`src/rtl/mem_bus_arbiter2_pkg.sv`:
```
`default_nettype none
// ============================================================================
// Module   : mem_bus_arbiter2_pkg
// Function : shared state codes, grant codes and defaults for the bus arbiter
// Revision : 1.0
// ============================================================================
package mem_bus_arbiter2_pkg;

    localparam logic [1:0]  c_st_idle           = 2'd0;
    localparam logic [1:0]  c_st_gnt0           = 2'd1;
    localparam logic [1:0]  c_st_gnt1           = 2'd2;

    localparam logic [1:0]  c_grant_none        = 2'b00;
    localparam logic [1:0]  c_grant_m0          = 2'b01;
    localparam logic [1:0]  c_grant_m1          = 2'b10;

    localparam int          c_timeout_default   = 1024;
    localparam logic [31:0] c_err_rdata_default = 32'hDEAD_BEEF;

    // Counter must hold TIMEOUT itself so it can saturate there.
    function automatic int timer_width(input int timeout);
        return (timeout < 1) ? 1 : $clog2(timeout + 1);
    endfunction

endpackage
`default_nettype wire

```
`src/rtl/mem_bus_arbiter2_watchdog.sv`:
```
`default_nettype none
// ============================================================================
// Module   : bus_watchdog
// Function : saturating wait counter that flags the last allowed slave cycle
// Revision : 1.0
// ============================================================================
module bus_watchdog
    import mem_bus_arbiter2_pkg::*;
#(
    parameter int TIMEOUT = c_timeout_default
) (
    input  logic clk,
    input  logic rst,
    input  logic run,
    input  logic clear,
    output logic expire
);

    generate
        if (TIMEOUT == 0) begin : g_disabled
            logic w_unused;
            assign w_unused = ^{clk, rst, run, clear};
            assign expire   = 1'b0;
        end else begin : g_enabled
            localparam int            c_w    = timer_width(TIMEOUT);
            localparam logic [c_w-1:0] c_last = c_w'(TIMEOUT - 1);
            localparam logic [c_w-1:0] c_max  = c_w'(TIMEOUT);

            logic [c_w-1:0] r_timer;

            always_ff @(posedge clk or posedge rst) begin
                if (rst) begin
                    r_timer <= '0;
                end else if (clear) begin
                    r_timer <= '0;
                end else if (run && (r_timer != c_max)) begin
                    r_timer <= r_timer + c_w'(1);
                end
            end

            assign expire = run && (r_timer == c_last);
        end
    endgenerate

endmodule
`default_nettype wire

```
`src/rtl/mem_bus_arbiter2.sv`:
```
`default_nettype none
// ============================================================================
// Module   : mem_bus_arbiter2
// Function : two-master native memory bus arbiter with slave-response watchdog
// Revision : 1.0
// ============================================================================
module mem_bus_arbiter2
    import mem_bus_arbiter2_pkg::*;
#(
    parameter bit          ROUND_ROBIN = 1'b1,
    parameter int          TIMEOUT     = c_timeout_default,
    parameter logic [31:0] ERR_RDATA   = c_err_rdata_default
) (
    input  logic        clk,
    input  logic        rst,
    input  logic        m0_valid,
    input  logic        m0_instr,
    input  logic [31:0] m0_addr,
    input  logic [31:0] m0_wdata,
    input  logic [3:0]  m0_wstrb,
    output logic        m0_ready,
    output logic [31:0] m0_rdata,
    input  logic        m1_valid,
    input  logic        m1_instr,
    input  logic [31:0] m1_addr,
    input  logic [31:0] m1_wdata,
    input  logic [3:0]  m1_wstrb,
    output logic        m1_ready,
    output logic [31:0] m1_rdata,
    output logic        s_valid,
    output logic        s_instr,
    output logic [31:0] s_addr,
    output logic [31:0] s_wdata,
    output logic [3:0]  s_wstrb,
    input  logic        s_ready,
    input  logic [31:0] s_rdata,
    output logic [1:0]  grant,
    output logic        timeout_err
);

    logic [1:0] r_state;
    logic [1:0] w_state_next;
    logic       r_last_grant;   // 1 = master 1 finished last
    logic       w_own_valid;
    logic       w_run;
    logic       w_clear;
    logic       w_expire;
    logic       w_done;

    always_comb begin
        case (r_state)
            c_st_gnt0: w_own_valid = m0_valid;
            c_st_gnt1: w_own_valid = m1_valid;
            default:   w_own_valid = 1'b0;
        endcase
    end

    // Owner still requesting: either the slave answers or the watchdog fires.
    assign w_run   = w_own_valid & ~s_ready;
    assign w_done  = w_own_valid & (s_ready | w_expire);
    assign w_clear = (w_state_next == c_st_idle);

    bus_watchdog #(
        .TIMEOUT (TIMEOUT)
    ) u_watchdog (
        .clk    (clk),
        .rst    (rst),
        .run    (w_run),
        .clear  (w_clear),
        .expire (w_expire)
    );

    always_ff @(posedge clk or posedge rst) begin
        if (rst) begin
            r_state      <= c_st_idle;
            r_last_grant <= 1'b1;
        end else begin
            r_state <= w_state_next;
            if (w_done) begin
                r_last_grant <= (r_state == c_st_gnt1);
            end
        end
    end

    always_comb begin
        w_state_next = r_state;
        case (r_state)
            c_st_idle: begin
                if (m0_valid && m1_valid) begin
                    w_state_next = (ROUND_ROBIN && !r_last_grant) ? c_st_gnt1 : c_st_gnt0;
                end else if (m0_valid) begin
                    w_state_next = c_st_gnt0;
                end else if (m1_valid) begin
                    w_state_next = c_st_gnt1;
                end
            end
            c_st_gnt0, c_st_gnt1: begin
                // A withdrawn request also lands here, without a ready.
                if (!w_own_valid || w_done) begin
                    w_state_next = c_st_idle;
                end
            end
            default: w_state_next = c_st_idle;
        endcase
    end

    always_comb begin
        grant       = c_grant_none;
        s_valid     = 1'b0;
        s_instr     = 1'b0;
        s_addr      = '0;
        s_wdata     = '0;
        s_wstrb     = '0;
        m0_ready    = 1'b0;
        m0_rdata    = '0;
        m1_ready    = 1'b0;
        m1_rdata    = '0;
        timeout_err = w_expire;
        case (r_state)
            c_st_gnt0: begin
                grant    = c_grant_m0;
                s_valid  = m0_valid & ~w_expire;
                s_instr  = m0_instr;
                s_addr   = m0_addr;
                s_wdata  = m0_wdata;
                s_wstrb  = m0_wstrb;
                m0_ready = w_done;
                m0_rdata = w_expire ? ERR_RDATA : s_rdata;
            end
            c_st_gnt1: begin
                grant    = c_grant_m1;
                s_valid  = m1_valid & ~w_expire;
                s_instr  = m1_instr;
                s_addr   = m1_addr;
                s_wdata  = m1_wdata;
                s_wstrb  = m1_wstrb;
                m1_ready = w_done;
                m1_rdata = w_expire ? ERR_RDATA : s_rdata;
            end
            default: ;
        endcase
    end

endmodule
`default_nettype wire
```
`config.mk`:
```
export PLATFORM = sky130hd
export DESIGN_NAME = mem_bus_arbiter2
export DESIGN_NICKNAME = d
export VERILOG_FILES = /design/src/rtl/mem_bus_arbiter2_pkg.sv /design/src/rtl/mem_bus_arbiter2_watchdog.sv /design/src/rtl/mem_bus_arbiter2.sv
export SDC_FILE = /design/constraint.sdc
export NUM_CORES = 1
export LEC_CHECK = 0
export CAP_MARGIN = 20
export CORE_AREA = 2 2 122 124
export DETAILED_ROUTE_END_ITERATION = 8
export DIE_AREA = 0 0 124 126
export GPL_ROUTABILITY_DRIVEN = 0
export GPL_TIMING_DRIVEN = 0
export PLACE_DENSITY = 0.64
export SETUP_SLACK_MARGIN = 0.3
export SYNTH_ARGS = -nofsm -noshare
export SYNTH_HDL_FRONTEND = slang
export SYNTH_HIERARCHICAL = 1
export SYNTH_SLANG_ARGS = --single-unit
```
`constraint.sdc`:
```
create_clock -name clk -period 5 [get_ports clk]
set_input_delay 0.5 -clock clk [delete_from_list [all_inputs] [get_ports clk]]
set_output_delay 0.5 -clock clk [all_outputs]
set_load 0.005 [all_outputs]
```
==> results of run 1 <==
cell families (layout without fill, tap and decap cells):
family                   after synthesis  after routing  synth area share
AO/OA/AOI/OAI                        144            144            0.4087
XOR/XNOR                               2              2          0.006693
adder cells (fa/ha/maj)                8              8           0.03824
buffers and inverters                 47            364           0.08795
flip-flops                            14             14            0.1343
multiplexers                           2              2          0.008126
AND/OR/NAND/NOR                      127            127            0.3160
where the power goes:
part | leakage, uW | total [uW] | switching (uW) | internal (uW)
clock network | 0.0000382 | 157 | 49.0 | 108
registers | 0.000190 | 141 | 14.1 | 127
logic | 0.00194 | 1770 | 777 | 992
total | 0.00216 | 2070 | 840 | 1230
registers in the layout (all words and copies together) (netlist names):
| register | flops |
|---|---|
| r_last_grant | 1 |
| u_watchdog/g_enabled.r_timer | 11 |
| r_state | 2 |
final timing paths:
check                                           startpoint                         endpoint  slack [ns]  cells past startpoint
max reg2reg                                     r_state[0]  u_watchdog/g_enabled.r_timer[1]        1.18                     17
max in group asynchronous                              rst  u_watchdog/g_enabled.r_timer[5]        4.06                      2
min in group clk           u_watchdog/g_enabled.r_timer[9]  u_watchdog/g_enabled.r_timer[9]        0.59                      2
min reg2reg                u_watchdog/g_enabled.r_timer[9]  u_watchdog/g_enabled.r_timer[9]        0.59                      2
max                                             r_state[0]                     m0_rdata[10]        0.78                     14
min                                                    rst                       r_state[0]        0.50                      2
synthesized netlist by cell type (2+ instances only):
cell | count | share of area
nor2_1 | 4 | 0.0057
o21ai_0 | 5 | 0.0096
buf_4 | 8 | 0.023
and2_1 | 19 | 0.045
nand3b_1 | 2 | 0.0057
o31ai_1 | 3 | 0.0086
ha_1 | 8 | 0.038
or3_2 | 2 | 0.0057
dfrtp_1 | 13 | 0.12
nor4_2 | 2 | 0.0096
or4_1 | 2 | 0.0057
o21a_1 | 48 | 0.14
xor2_1 | 2 | 0.0067
a21oi_1 | 8 | 0.015
nand2_1 | 5 | 0.0072
nand3_1 | 2 | 0.0038
a22oi_1 | 69 | 0.20
nand4_1 | 3 | 0.0072
and2b_1 | 2 | 0.0057
buf_2 | 19 | 0.036
or3_1 | 2 | 0.0048
clkbuf_1 | 11 | 0.016
nor2b_1 | 72 | 0.17
inv_1 | 9 | 0.013
cells in the final DEF (no fill, tap or decap), types with 2 or more instances in the layout:
cell               n
a21oi_1            8
a22oi_1           69
and2_1            19
and2b_1            2
buf_2             19
buf_4              8
clkbuf_1          12
clkbuf_16          3
clkdlybuf4s50_1  313
dfrtp_1           13
ha_1               8
inv_1              9
nand2_1            5
nand3_1            2
nand3b_1           2
nand4_1            3
nor2_1             4
nor2b_1           72
nor4_2             2
o21a_1            48
o21ai_0            5
o31ai_1            3
or3_1              2
or3_2              2
or4_1              2
xor2_1             2
final cells by class:
type                    instances  area [um^2]
fillers                      1427         8254
repair buffers                313         3133
multi-input cells             283         2036
flip-flops and latches         14        351.6
well taps                     184        230.2
plain buffers                  38        196.4
clock buffers                   4        78.83
inverters                       9        33.78
per-stage QoR:
stage	cells	util	power [uW]	setup WS, ns	hold WS, ns
3_3_place_gp	841	0.4178	1910	0.8177	0.5691
5_1_grt	845	0.4233	2227	0.4271	0.5003
4_1_cts	845	0.4233	2100	0.7337	0.4965
6_report	845	0.4233	2066	0.7836	0.4992
3_5_place_dp	841	0.4178	1925	0.8378	0.5866
2_1_floorplan	344	-	961.1	1.795	0.2529
per-layer routing:
metal | up-vias | global-route usage | part of all wire
li1 | 1890 | - | -
met1 | 1772 | 0.2123 | 0.39
met2 | 196 | 0.3365 | 0.50
met3 | 17 | 0.04348 | 0.091
met4 | 0 | 0.04230 | 0.019
met5 | - | 0 | 0
worst max-delay path, stage by stage, from the launching register on:
cell and delay, ns:
dfrtp_1 0.43, inv_1 0.16, ha_1 0.15, buf_2 0.23, a22oi_4 0.08, nand2b_1 0.18
nor2_1 0.09, buf_2 0.21, nand4_1 0.14, nor4_1 0.36, buf_2 0.28, buf_2 0.23
buf_2 0.24, o21a_1 0.16, clkdlybuf4s50_1 0.50
==> results.py, run 1 <==
metrics = {
    "pwr": {
        "power_per_cell_area_nw_per_um2": 341.0,
        "vdd_ir_drop_max_uv": 108.6,
        "leakagePower_uw": 0.002164,
    },
    "die": {
        "core.rowCount": 44,
        "io-pin-count": 314,
        "start_util": 0.1829,
        "fp.dieH_um": 126,
        "dieArea_um2": 15620,
        "fp.dieW_um": 124,
        "core-area_um2": 14310,
    },
    "sta": {
        "period_needed_ns": 4.216,
        "hold_viol_final": 0,
        "drv_slew": 0,
        "relSlewSlack": 0.6466,
        "period_share": 0.8433,
        "fin_tns_setup_ns": 0,
        "finalSetupViolCount": 0,
        "tightest_slew_ns": 0.5301,
        "rsz0062_at_grt": "false",
        "fmax_mhz": 237.2,
        "clock_skew_ns": 0.002581,
    },
    "logic_synthesis": {
        "syn_area_per_cell_um2": 7.609,
        "yosysWarningCount": 6,
        "synth_flop_cell": "dfrtp_1",
        "synth-async-reset-ratio": 1.000,
        "syn-num-nets": 527,
        "synth_edf_count": 0,
        "yosysUniqueCellTypes": 48,
        "netlist_area_um2": 2618,
        "synth_seq_cells": 14,
        "seq_area_frac_synth": 0.1343,
        "synthCells": 344,
    },
    "routing": {
        "antenna_left": 0,
        "firstDrtPassIters": 4,
        "post_drt_wl_per_cell_um": 18.67,
        "drt-total-wl_mm": 15.77,
        "vias_per_cell": 4.586,
        "vias": 3875,
        "drt_first_iter_violations": 151,
        "drc": 0,
    },
    "clock_tree": {
        "cts_resized": 0,
        "path_clk_slew_ns": 0.05,
        "numClockSinks": 14,
        "tritoncts": "yes",
        "clkLatencyLatePin_ns": 0.25,
        "cts_hold_buf": 0,
        "htreeDepth": 1,
        "numCtsBuffers": 3,
        "post-cts-setup-buffers": 0,
        "cts-root-buf": "clkbuf_16",
        "cts_max_path_buffers": 2,
    },
    "outcome": {
        "status": "complete, no violations",
    },
    "placed_design": {
        "portBuffers": 313,
        "placed_area_um2": 5981,
        "dpl.hpwl_mm": 13.06,
    },
    "finish": {
        "layout.nets": 845,
        "drive_gt1_frac": 0.06354,
        "postLayoutCellArea_um2": 6060,
        "n_antenna_cell": 0,
        "syn2layout_area_growth_pct": 131.5,
    },
    "flow_run": {
        "drv_cap": 0,
    },
    "grt": {
        "grt_overflow_total": 0,
        "grt_pass1_vias": 4067,
        "antenna_found_initial": 0,
        "grt_usage": 0.1834,
        "grt_pass1_wl_mm": 22.25,
        "grt_max_degree": 12,
    },
    "worst_setup_path": {
        "critical_path.max_fanout": 10,
        "crit_type": "flop to primary output",
        "end_kind": "primary output",
        "critPathArrivalTime_ns": 3.72,
        "crit_required_ns": 4.50,
        "startpoint_type": "flop",
    },
    "hold_path": {
        "hp-class": "input port to asynchronous set/reset pin",
    },
}
(Power assumes the default switching activity.)
==> run 2, diff against run 1 <==
PLACE_DENSITY = 0.67   (was 0.64)
clock period = 3.7 ns   (was 5 ns; I/O delays follow)
==> run 2 against run 1 <==
  * Global-route usage up 0.56 points
  * Register-to-register slack worse by 0.61 ns
  * Routed wire length rose by 3.1%
==> results.py, run 2 (synthesis results as in run 1) <==
metrics = {
    "clock_tree": {
        "cts_hold_buf": 0,
        "cts_max_path_buffers": 2,
        "tritoncts": "yes",
        "numCtsBuffers": 3,
        "cts-root-buf": "clkbuf_16",
        "htreeDepth": 1,
        "path_clk_slew_ns": 0.05,
        "clkLatencyLatePin_ns": 0.25,
        "numClockSinks": 14,
    },
    "worst_setup_path": {
        "r2r_cells": 17,
        "crit_chain": "buf_4, ha_2, buf_6, a22oi_4, nand2b_4, nor2_1, buf_4, nand4_1, nor4_4, buf_6, and2b_4, and2_1, clkdlybuf4s50_1",
        "crit_required_ns": 3.33,
        "slowest_delay_ns": 0.52,
        "crit_type": "flop to primary output",
        "critical_path.max_fanout": 8,
        "slowest_stage": "clkdlybuf4s50_1",
        "end_kind": "primary output",
        "critPathArrivalTime_ns": 2.95,
        "startpoint_type": "flop",
    },
    "pwr": {
        "vdd_ir_drop_max_uv": 164.9,
        "power_per_cell_area_nw_per_um2": 458.9,
        "leakagePower_uw": 0.002348,
    },
    "grt": {
        "grt-busiest-layer": "met2",
        "grt_pass1_wl_mm": 22.85,
        "grt_max_degree": 12,
        "use_met2": 0.3507,
        "antenna_found_initial": 2,
        "grt_overflow_total": 0,
        "met1_usage": 0.2101,
        "use_met3": 0.05299,
        "grt_pass1_vias": 4116,
        "grt_usage": 0.1890,
    },
    "routing": {
        "drt_first_iter_violations": 195,
        "post_drt_wl_per_cell_um": 18.87,
        "vias": 4042,
        "drt-total-wl_mm": 16.27,
        "vias_per_cell": 4.689,
        "antenna_left": 0,
        "firstDrtPassIters": 4,
        "drc": 0,
    },
    "die": {
        "fp.dieH_um": 126,
        "core.rowCount": 44,
        "io-pin-count": 314,
        "start_util": 0.1829,
        "dieArea_um2": 15620,
        "core-area_um2": 14310,
        "fp.dieW_um": 124,
    },
    "finish": {
        "final_common_cell": "clkdlybuf4s50_1",
        "multi_input_area_um2": 2066,
        "reg_top3": "u_watchdog/g_enabled.r_timer (11), r_state (2), r_last_grant (1)",
        "fillers": 1442,
        "largest_reg_flops": 11,
        "syn2layout_area_growth_pct": 139.7,
        "seq_area_um2": 354.1,
        "layout.nets": 861,
        "final_cell_mix": "301 x clkdlybuf4s50_1, 72 x nor2b_1, 69 x a22oi_1",
        "registers.top_by_ff_count": "u_watchdog/g_enabled.r_timer",
        "drive_gt1_frac": 0.1049,
        "final_core_util": 0.4383,
    },
    "sta": {
        "fmax_mhz": 301.6,
        "tightest_slew_ns": 0.5048,
        "clock_skew_ns": 0.001560,
        "holdWs_ns": 0.3683,
        "period_share": 0.8960,
        "rsz0062_at_grt": "true",
        "hold_viol_final": 0,
        "drv_slew": 0,
        "relSlewSlack": 0.6606,
        "finalSetupViolCount": 0,
        "period_needed_ns": 3.315,
    },
    "placed_design": {
        "portBuffers": 313,
        "dpl.hpwl_mm": 13.28,
    },
    "hold_path": {
        "hp-class": "input port to asynchronous set/reset pin",
    },
    "flow_run": {
        "drv_cap": 0,
    },
    "outcome": {
        "status": "complete, no violations",
    },
}
run 2: changes by cell type in the layout (fill, tap and decap cells not counted), sizes merged:
cell and delta:
buf +16, dlygate4sd2 +10, clkdlybuf4s50 -12, dlymetal6s2s +2
diode +1
run 2: stage by stage:
stage          area, um^2  cells  setup WS (ns)  TNS, ns  power, uW
2_1_floorplan        2618    344         0.4946        0       1299
3_3_place_gp         5981    841        -0.2873   -9.420       2559
3_5_place_dp         5981    841        -0.3222   -11.01       2588
4_1_cts              6240    858         0.2184        0       2893
5_1_grt              6271    861         0.2435        0       3087
6_report             6274    862         0.3848        0       2879
run 2: cell type report:
type,instances,area share
Timing Repair Buffer,329,0.5193
Clock buffer,4,0.01256
Tap cell,184,0.03670
Sequential cell,14,0.05644
Inverter,9,0.005385
Buffer,38,0.03989
Antenna cell,1,0.0003989
Multi-Input combinational cell,283,0.3293
run 2: critical path: cells and delay by family (launching register included):
| family | cells | cell delay, ns |
|---|---|---|
| flip-flops | 1 | 0.41 |
| adder cells (fa/ha/maj) | 1 | 0.17 |
| AO/OA/AOI/OAI | 1 | 0.14 |
| AND/OR/NAND/NOR | 6 | 0.92 |
| buffers and inverters | 5 | 1.06 |
run 2: path summary, 6_finish.rpt:
kind	slack [ns]	endpoint	from
setup reg to reg	0.57	u_watchdog/g_enabled.r_timer[1]	r_state[0]
max in group asynchronous	2.87	u_watchdog/g_enabled.r_timer[0]	rst
hold / removal	0.37	r_state[0]	rst
min in group clk	0.59	u_watchdog/g_enabled.r_timer[8]	u_watchdog/g_enabled.r_timer[8]
setup / recovery	0.38	m1_rdata[22]	r_state[1]
hold reg to reg	0.59	u_watchdog/g_enabled.r_timer[8]	u_watchdog/g_enabled.r_timer[8]
run 2: metal layers:
metal / share of wire / vias to the layer above
li1: - / 1929
met1: 0.38 / 1868
met2: 0.50 / 219
met3: 0.10 / 24
met4: 0.020 / 2
met5: 0.00061 / -
run 2: report_power, final:
part           total (uW)  switching, uW  internal [uW]
Sequential            187           13.7            173
Clock                 215           68.3            146
Combinational        2480           1080           1400
run 2: what timing repair did:
item	CTS	global route
buffers inserted	13	3
setup endpoints to repair	78	62
pin swaps	5	2
gates resized for setup	39	6
==> run 3, diff against run 2 <==
CORE_AREA = 2 2 121 123   (was 2 2 122 124)
DIE_AREA = 0 0 123 125   (was 0 0 124 126)
PLACE_DENSITY = 0.65   (was 0.67)
SLEW_MARGIN = 20   (was not set)
clock period = 3.4 ns   (was 3.7 ns; I/O delays follow)
==> run 3 against run 2 <==
  * Clock-buffer cell count stayed put
  * Combinational power up 14%
  * Flip-flop and latch count did not move
  * Total power up 14%
  * Sequential power increased by 13%
  * First-iteration DRC count down 12%
  * Critical endpoint is now u_watchdog/g_enabled.r_timer[10]
==> results.py, run 3 (synthesis results as in run 1) <==
metrics = {
    "finish": {
        "registers.top_by_ff_count": "u_watchdog/g_enabled.r_timer",
        "syn2layout_area_growth_pct": 150.7,
        "drive_gt1_frac": 0.1957,
        "final_common_cell": "clkdlybuf4s50_1",
        "reg_top3": "u_watchdog/g_enabled.r_timer (11), r_state (2), r_last_grant (1)",
        "postLayoutCellArea_um2": 6563,
        "largest_reg_flops": 11,
        "final_cells": 885,
        "layout.nets": 884,
        "final_cell_mix": "270 x clkdlybuf4s50_1, 72 x nor2b_1, 69 x a22oi_1",
    },
    "sta": {
        "drv_slew": 0,
        "clock_skew_ns": 0.001019,
        "period_needed_ns": 3.193,
        "rsz0062_at_grt": "true",
        "tightest_slew_ns": 0.5369,
        "holdWs_ns": 0.3504,
        "fmax_mhz": 313.2,
        "fin_tns_setup_ns": 0,
        "fin_ws_ns": 0.2074,
        "finalSetupViolCount": 0,
        "period_share": 0.9390,
        "relSlewSlack": 0.6391,
        "hold_viol_final": 0,
    },
    "grt": {
        "use_met3": 0.04197,
        "antenna_found_initial": 1,
        "grt_usage": 0.1974,
        "grt_overflow_total": 0,
        "grt_pass1_vias": 4272,
        "met1_usage": 0.2256,
        "grt-busiest-layer": "met2",
        "grt_pass1_wl_mm": 23.85,
        "grt_max_degree": 12,
        "use_met2": 0.3793,
    },
    "outcome": {
        "status": "complete, no violations",
    },
    "routing": {
        "vias": 4147,
        "firstDrtPassIters": 4,
        "drc": 0,
        "drt_first_iter_violations": 171,
        "drt-total-wl_mm": 16.68,
        "post_drt_wl_per_cell_um": 18.84,
        "vias_per_cell": 4.686,
        "antenna_left": 0,
    },
    "hold_path": {
        "hp-class": "input port to asynchronous set/reset pin",
    },
    "worst_setup_path": {
        "slowest_delay_ns": 0.43,
        "crit_chain": "inv_4, ha_4, buf_6, a22oi_4, nand2b_4, nor2_2, buf_4, nand4_1, buf_4, buf_6, buf_6, buf_6, buf_6, buf_6, buf_6, buf_6, buf_6, buf_6, buf_6, buf_6, o31a_1, o21ba_2",
        "critical_path.max_fanout": 3,
        "critPathArrivalTime_ns": 3.33,
        "slowest_stage": "dfrtp_2",
        "end_kind": "flop",
        "crit_type": "flop to flop",
        "crit_required_ns": 3.53,
        "worst_path_most_repeated_cell": "buf_6",
        "startpoint_type": "flop",
    },
    "die": {
        "start_util": 0.1843,
        "fp.dieH_um": 125,
        "io-pin-count": 314,
        "core-area_um2": 14200,
        "fp.dieW_um": 123,
        "dieArea_um2": 15380,
        "core.rowCount": 44,
    },
    "clock_tree": {
        "htreeDepth": 1,
        "numCtsBuffers": 3,
        "cts-root-buf": "clkbuf_16",
        "clkLatencyLatePin_ns": 0.24,
        "path_clk_slew_ns": 0.05,
        "numClockSinks": 14,
        "cts_hold_buf": 0,
        "cts_max_path_buffers": 2,
        "tritoncts": "yes",
    },
    "pwr": {
        "power_per_cell_area_nw_per_um2": 500.4,
        "p_int_uw": 1974,
        "seq_power_share": 0.064,
        "p_clk_frac": 0.075,
        "switching_power_uw": 1310,
        "leakagePower_uw": 0.002603,
        "p_comb_frac": 0.861,
        "swShare": 0.3989,
        "vdd_ir_drop_max_uv": 197.2,
    },
    "placed_design": {
        "portBuffers": 313,
        "dpl.hpwl_mm": 12.98,
        "place_inst": 841,
        "place_ws_ns": -0.4696,
        "placed_area_um2": 5987,
    },
    "flow_run": {
        "drv_cap": 0,
    },
}
-- run 3: power groups by stage --
stage	registers (uW)	logic, uW	clock network [uW]
after global routing	215	3040	265
after global placement	207	2570	0
after floorplan	204	1210	0
after detailed placement	210	2600	0
after CTS	206	2730	251
final	211	2830	246
-- run 3: worst paths after layout --
kind / startpoint / end / slack (ns) / cells past startpoint
min in group clk: u_watchdog/g_enabled.r_timer[5] / u_watchdog/g_enabled.r_timer[5] / 0.61 / 2
max reg2reg: r_state[1] / u_watchdog/g_enabled.r_timer[10] / 0.21 / 22
min: rst / r_state[0] / 0.35 / 2
max in group asynchronous: rst / u_watchdog/g_enabled.r_timer[7] / 2.59 / 2
min reg2reg: u_watchdog/g_enabled.r_timer[5] / u_watchdog/g_enabled.r_timer[5] / 0.61 / 2
max: r_state[1] / u_watchdog/g_enabled.r_timer[10] / 0.21 / 22
-- run 3: final cells by class --
| cell class | instances | area (um^2) |
|---|---|---|
| fillers | 1409 | 7641 |
| repair buffers | 352 | 3445 |
| multi-input cells | 283 | 2132 |
| flip-flops and latches | 14 | 354.1 |
| plain buffers | 38 | 271.5 |
| well taps | 184 | 230.2 |
| clock buffers | 4 | 88.84 |
| inverters | 9 | 38.79 |
| diodes | 1 | 2.502 |
-- run 3: critical path: cells and delay by family (launching register included) --
kind                       cells  cell delay [ns]
AOI/OAI and AO/OA              3             0.48
adders and majority gates      1             0.12
and+or+nand+nor                3             0.42
DFF                            1             0.43
buffers and inverters         15             1.61
-- run 3: layer usage --
metal / up-vias / share of wire
met2: 191 / 0.52
met1: 1966 / 0.38
met3: 10 / 0.088
li1: 1980 / -
met4: 0 / 0.012
met5: - / 0
-- run 3: stage by stage --
stage | total power, uW | util
CTS | 3187 | 0.4539
detailed placement | 2809 | 0.4215
global route | 3517 | 0.4620
global placement | 2779 | 0.4215
finish | 3284 | 0.4620
floorplan | 1413 | -
-- run 3: repair_timing --
item,4_1_cts,5_1_grt
endpoints found under the setup margin,80,65
resized for setup,126,68
buffers inserted,36,3
pin swaps,8,14
gates cloned,0,0
